===== src/rtl/fifo_pkg.sv =====
// Shared helpers for the FIFO family: address-width calculation and the legal
// parameter ranges common to the single- and dual-clock FIFOs.
package fifo_pkg;

    localparam int FIFO_MIN_DEPTH = 4;
    localparam int FIFO_MAX_DEPTH = 1024;
    localparam int FIFO_MIN_WIDTH = 1;
    localparam int FIFO_MAX_WIDTH = 1024;

    // Ceiling log2; exact for the power-of-two depths the FIFOs accept.
    function automatic int clogb2(input int value);
        int result;
        int v;
        result = 0;
        v = value - 1;
        while (v > 0) begin
            result = result + 1;
            v = v >> 1;
        end
        return result;
    endfunction

endpackage


===== src/rtl/fifo_ram.sv =====
// Simple dual-port storage: synchronous write, asynchronous read.
// Contents are deliberately left unreset.
module fifo_ram
    import fifo_pkg::*;
#(
    parameter int DATA_WIDTH = 32,
    parameter int BUFFER_SIZE = 16,
    localparam int ADDRESS_WIDTH = clogb2(BUFFER_SIZE)
) (
    input  logic                     clock,
    input  logic                     write_enable,
    input  logic [ADDRESS_WIDTH-1:0] write_address,
    input  logic [DATA_WIDTH-1:0]    write_data,
    input  logic [ADDRESS_WIDTH-1:0] read_address,
    output logic [DATA_WIDTH-1:0]    read_data
);

    logic [DATA_WIDTH-1:0] memory [BUFFER_SIZE];

    always_ff @(posedge clock) begin
        if (write_enable) begin
            memory[write_address] <= write_data;
        end
    end

    assign read_data = memory[read_address];

endmodule


===== src/rtl/fifo_sync.sv =====
// Single-clock first-word-fall-through FIFO with occupancy count, almost
// flags, synchronous flush and a sticky overflow flag.
module fifo_sync
    import fifo_pkg::*;
#(
    parameter int BUFFER_SIZE = 16,
    parameter int DATA_WIDTH = 32,
    parameter int ALMOST_FULL_LEVEL = 12,
    parameter int ALMOST_EMPTY_LEVEL = 4,
    localparam int ADDRESS_WIDTH = clogb2(BUFFER_SIZE)
) (
    input  logic                     clock,
    input  logic                     rst,
    input  logic [DATA_WIDTH-1:0]    data_in,
    input  logic                     data_in_valid,
    output logic                     data_in_full,
    output logic [DATA_WIDTH-1:0]    data_out,
    output logic                     data_out_valid,
    input  logic                     data_out_ack,
    input  logic                     flush,
    input  logic                     clear_overflow,
    output logic [ADDRESS_WIDTH:0]   fill_level,
    output logic                     almost_full,
    output logic                     almost_empty,
    output logic                     overflow
);

    localparam int LW = ADDRESS_WIDTH + 1;
    localparam logic [LW-1:0] FULL_LEVEL = LW'(BUFFER_SIZE);
    localparam logic [LW-1:0] AF_LEVEL   = LW'(ALMOST_FULL_LEVEL);
    localparam logic [LW-1:0] AE_LEVEL   = LW'(ALMOST_EMPTY_LEVEL);

    generate
        if (BUFFER_SIZE < FIFO_MIN_DEPTH || BUFFER_SIZE > FIFO_MAX_DEPTH ||
            (BUFFER_SIZE & (BUFFER_SIZE - 1)) != 0) begin : g_bad_depth
            $error("fifo_sync: BUFFER_SIZE must be a power of two in 4..1024");
        end
        if (DATA_WIDTH < FIFO_MIN_WIDTH || DATA_WIDTH > FIFO_MAX_WIDTH) begin : g_bad_width
            $error("fifo_sync: DATA_WIDTH must be in 1..1024");
        end
        if (ALMOST_FULL_LEVEL < 1 || ALMOST_FULL_LEVEL > BUFFER_SIZE - 1) begin : g_bad_af
            $error("fifo_sync: ALMOST_FULL_LEVEL must be in 1..BUFFER_SIZE-1");
        end
        if (ALMOST_EMPTY_LEVEL < 1 || ALMOST_EMPTY_LEVEL > BUFFER_SIZE - 1) begin : g_bad_ae
            $error("fifo_sync: ALMOST_EMPTY_LEVEL must be in 1..BUFFER_SIZE-1");
        end
    endgenerate

    logic [ADDRESS_WIDTH-1:0] wr_ptr;
    logic [ADDRESS_WIDTH-1:0] rd_ptr;
    logic [LW-1:0]            level_nxt;
    logic                     push;
    logic                     pop;

    // Handshakes qualify on the registered flags, so a full FIFO refuses a
    // write even when a pop frees a slot in the same cycle.
    assign push = data_in_valid & ~data_in_full;
    assign pop  = data_out_ack & data_out_valid;

    always_comb begin
        level_nxt = fill_level;
        if (flush) begin
            level_nxt = '0;
        end else if (push && !pop) begin
            level_nxt = fill_level + LW'(1);
        end else if (pop && !push) begin
            level_nxt = fill_level - LW'(1);
        end
    end

    fifo_ram #(
        .DATA_WIDTH  (DATA_WIDTH),
        .BUFFER_SIZE (BUFFER_SIZE)
    ) u_ram (
        .clock         (clock),
        .write_enable  (push & ~flush),
        .write_address (wr_ptr),
        .write_data    (data_in),
        .read_address  (rd_ptr),
        .read_data     (data_out)
    );

    // Flags are computed from the next level so they stay coherent with fill_level.
    always_ff @(posedge clock or posedge rst) begin
        if (rst) begin
            wr_ptr         <= '0;
            rd_ptr         <= '0;
            fill_level     <= '0;
            data_in_full   <= 1'b0;
            data_out_valid <= 1'b0;
            almost_full    <= 1'b0;
            almost_empty   <= 1'b1;
        end else begin
            if (flush) begin
                wr_ptr <= '0;
                rd_ptr <= '0;
            end else begin
                if (push) begin
                    wr_ptr <= wr_ptr + ADDRESS_WIDTH'(1);
                end
                if (pop) begin
                    rd_ptr <= rd_ptr + ADDRESS_WIDTH'(1);
                end
            end
            fill_level     <= level_nxt;
            data_in_full   <= (level_nxt == FULL_LEVEL);
            data_out_valid <= (level_nxt != '0);
            almost_full    <= (level_nxt >= AF_LEVEL);
            almost_empty   <= (level_nxt <= AE_LEVEL);
        end
    end

    // Sticky overflow: a refused write sets it, set beats clear, flush leaves it alone.
    always_ff @(posedge clock or posedge rst) begin
        if (rst) begin
            overflow <= 1'b0;
        end else if (data_in_valid && data_in_full) begin
            overflow <= 1'b1;
        end else if (clear_overflow) begin
            overflow <= 1'b0;
        end
    end

endmodule


===== config.mk =====
export PLATFORM = sky130hd
export DESIGN_NAME = fifo_sync
export DESIGN_NICKNAME = d
export VERILOG_FILES = /design/src/rtl/fifo_pkg.sv /design/src/rtl/fifo_ram.sv /design/src/rtl/fifo_sync.sv
export SDC_FILE = /design/constraint.sdc
export NUM_CORES = 1
export LEC_CHECK = 0
export ABC_CLOCK_PERIOD_IN_PS = 5610
export BUFFER_PORTS_ARGS = -buffer_cell sky130_fd_sc_hd__clkbuf_2
export CAP_MARGIN = 20
export CORE_MARGIN = 2
export CORE_UTILIZATION = 60
export CTS_CLUSTER_DIAMETER = 100
export DETAILED_ROUTE_END_ITERATION = 8
export GPL_ROUTABILITY_DRIVEN = 0
export PLACE_DENSITY_LB_ADDON = 0.3
export SYNTH_ARGS = -nofsm -noshare
export SYNTH_HDL_FRONTEND = slang
export SYNTH_HIERARCHICAL = 1
export SYNTH_SLANG_ARGS = --single-unit

===== constraint.sdc =====
create_clock -name clock -period 5.61 [get_ports clock]
set_input_delay 0.2805 -clock clock [delete_from_list [all_inputs] [get_ports clock]]
set_output_delay 0.2805 -clock clock [all_outputs]
set_load 0.05 [all_outputs]

==> results.cfg <==
[layout]
fin_nets = 1057
layout.cells.non_filler = 1501
area_delta_synth_final_pct = 12.59
commonest_cells_after_routing_fill_and_taps_aside = sky130_fd_sc_hd__edfxtp_1, sky130_fd_sc_hd__mux4_2, sky130_fd_sc_hd__clkbuf_2
drive_above_1_share_pct = 30.99
layout.filler_cells = 2084
mostFrequentLayoutCell = sky130_fd_sc_hd__edfxtp_1

[power_and_ir_drop]
p_int_mw = 6.628
max-vdd-ir-drop_mv = 0.2835
switch_pwr_mw = 2.176
seqPwrFrac_pct = 51.3
power.total_mw = 8.804
power.switching_fraction_pct = 24.72
total_leakage_power_nw = 7.169
comb_power_share_pct = 14.1
power.density_cell_area_mw_per_mm2 = 387.5
clk_network_pwr_share_pct = 34.7

[routing]
routed_wire_length_per_instance_um = 27.40
drt_iter0_markers = 833
detail-route-antenna-nets = 0
detail_route.drc_violations = 0
firstDrtPassIters = 5
drt_wl_total_um = 41120
detailroute.via_count = 9569
vias_per_cell = 6.375

[worst_hold_path]
worstHoldPathCells = 3
min-delay-path-class = in -> reg

[die]
num_rows = 67
floorplan.initialDensity_pct = 60.48
die-width_um = 187.4
die_h_um = 187.4
floorplan.io_pins = 80
fp.dieArea_mm2 = 0.03512
coreArea_mm2 = 0.03336

[run_status]
outcome = finished, final reports clean

[timing]
layout_min_cycle_time_ns = 3.607
finalSetupTns_ns = 0
maxClockFrequency_mhz = 277.2
final-setup-viol-count = 0
clock-skew-final_ns = 0.009653
timing.final.ws_setup_ns = 2.003
tightest_slew_ns = 1.081
worst_slew_margin_rel_pct = 27.94
grt_setup_unrepaired = false
number_of_pins_exceeding_their_max_slew_limit_in_the_final_report = 0
final_hold_viol_count = 0
min_period_over_period_pct = 64.30

[cts]
cts.clk_slew.worst_paths_ns = 0.06
postCtsSetupBuffers = 0
clkSinkCount = 530
post_cts.resized_instances = 0
clock_tree.buffer_depth = 3
clock_insertion_delay_worst_skew_ns = 0.55
number_of_h_tree_branching_levels = 2
holdBufCountCts = 2
clock_tree_from_tritoncts = done
cts_inserted_buffers = 51
root_buffer = sky130_fd_sc_hd__clkbuf_16

[synthesis]
synth_top_area_cell = sky130_fd_sc_hd__edfxtp_1
netlist-cell-type-count = 41
synthesis.area_mm2 = 0.02018
synth_nets = 946
synth.avg_cell_area_um2 = 22.32
synth_top_area_share_pct = 76.19
synth_instances = 904
async_reset_ff_share_pct = 3.396
synth-seq-area-share_pct = 78.43
yosysWarningCount = 6
ys_seq_elements = 530
synth-main-ff-cell = sky130_fd_sc_hd__edfxtp_1
synth_enable_flop_cells = 512
synthTopCellsByArea = sky130_fd_sc_hd__edfxtp_1, sky130_fd_sc_hd__mux4_2, sky130_fd_sc_hd__a22oi_1, sky130_fd_sc_hd__dfrtp_1, sky130_fd_sc_hd__nand2_1

[grt]
number_of_antenna_violations_at_the_first_check_in_global_routing = 2
global_route_wire_length_before_repair_um = 62290
grt_max_degree = 52
gr-total-overflow = 0
grt.total_usage_pct = 24.24
vias_in_the_first_global_route = 9813

[worst_setup_path]
path_cells = buf_4 -> mux4_2 -> a22oi_1 -> nand2_1 -> clkbuf_2
setup.worst_path.start_class = flop
timing.critical_path.to_type = output port
critPathBufInv = 2
crit_slowest_cell = sky130_fd_sc_hd__dfrtp_4
arrival_ns = 3.33
slowest_delay_ns = 1.00
critical_path.max_fanout = 42
path_class = reg -> out
r2r_cells = 5
timing.critical_path.depth = 5
path_delay_family = flip-flops
worst-endpoint-required_ns = 5.33

[place]
pre_cts_ws_ns = 2.525
place.detailed.instances = 1408
io_buffers = 79
hpwl_um = 21110

[run]
maxCapViolations = 0
-- cell families (layout without fill, tap and decap cells) --
kind of cell	count (synthesis)	count (layout)	synth area share (%)
buf+inv	52	200	1.333
simple gates	102	102	2.393
xor+xnor	8	8	0.3472
other cells	0	1	0
fa+ha+maj	4	4	0.2480
mux	130	130	14.43
compound gates	78	78	2.815
flops	530	530	78.43
-- metal layers --
metal,part of all wire [%],vias up,track usage [%]
met5,0.032,-,0
met2,50,464,39.41
met3,7.8,78,3.827
li1,-,4022,-
met4,2.3,2,7.117
met1,40,5003,34.97
-- sequential cells by signal, summed over array words and instances (netlist names) --
name	count
almost_empty	1
almost_full	1
data_in_full	1
data_out_valid	1
fill_level	5
overflow	1
rd_ptr	4
u_ram/memory	512
wr_ptr	4
-- tightest hold or removal path: stages --
cell and delay, ns:
sky130_fd_sc_hd__clkbuf_2 0.12, sky130_fd_sc_hd__nand2_1 0.05, sky130_fd_sc_hd__o21ai_0 0.07
-- area by class of cell --
class	instances	area, µm²	share of cell area (%)
Antenna cell	1	2.502	0.01101
Multi-Input combinational cell	322	4218	18.56
Inverter	4	15.01	0.06609
Tap cell	448	560.5	2.467
Clock buffer	62	1318	5.799
Clock inverter	28	152.6	0.6719
Timing Repair Buffer	106	619.3	2.726
Sequential cell	530	15830	69.69
-- cell usage after synthesis, types with 7 or more instances --
library cell and number:
sky130_fd_sc_hd__a22oi_1 64, sky130_fd_sc_hd__dfrtp_1 17, sky130_fd_sc_hd__buf_1 9, sky130_fd_sc_hd__nand2_1 44, sky130_fd_sc_hd__buf_4 12, sky130_fd_sc_hd__nor3_1 7, sky130_fd_sc_hd__clkbuf_1 19, sky130_fd_sc_hd__mux4_2 128
sky130_fd_sc_hd__nor2_1 25, sky130_fd_sc_hd__edfxtp_1 512
-- path summary, 6_finish.rpt --
path	from	to	slack, ns
setup / recovery	rd_ptr[0]	data_out[20]	2.00
hold / removal	data_in_valid	overflow	0.02
setup reg to reg	data_in_full	u_ram/memory[14][0]	2.79
hold reg to reg	data_in_full	overflow	0.55
max in group asynchronous	rst	rd_ptr[0]	4.72
min in group asynchronous	rst	fill_level[2]	0.37
-- power by group through the flow --
stage               logic (mW)  registers (mW)  clock network (mW)
floorplan                0.978            4.59                   0
global placement          1.23            4.59                   0
detailed placement        1.25            4.60                   0
CTS                       1.26            4.52                3.10
global route              1.32            4.53                3.26
finish                    1.24            4.51                3.05
-- stage by stage --
step           cell area (µm²)  hold WS, ns  util [%]
6_report                 22720      0.02278     68.09
5_1_grt                  22720      0.04268     68.09
4_1_cts                  22720      0.01044     68.09
3_5_place_dp             21230       0.4123     63.62
3_3_place_gp             21220       0.3987     63.59
2_1_floorplan            20180       0.2183         -
Power figures use the tool's default switching activity.
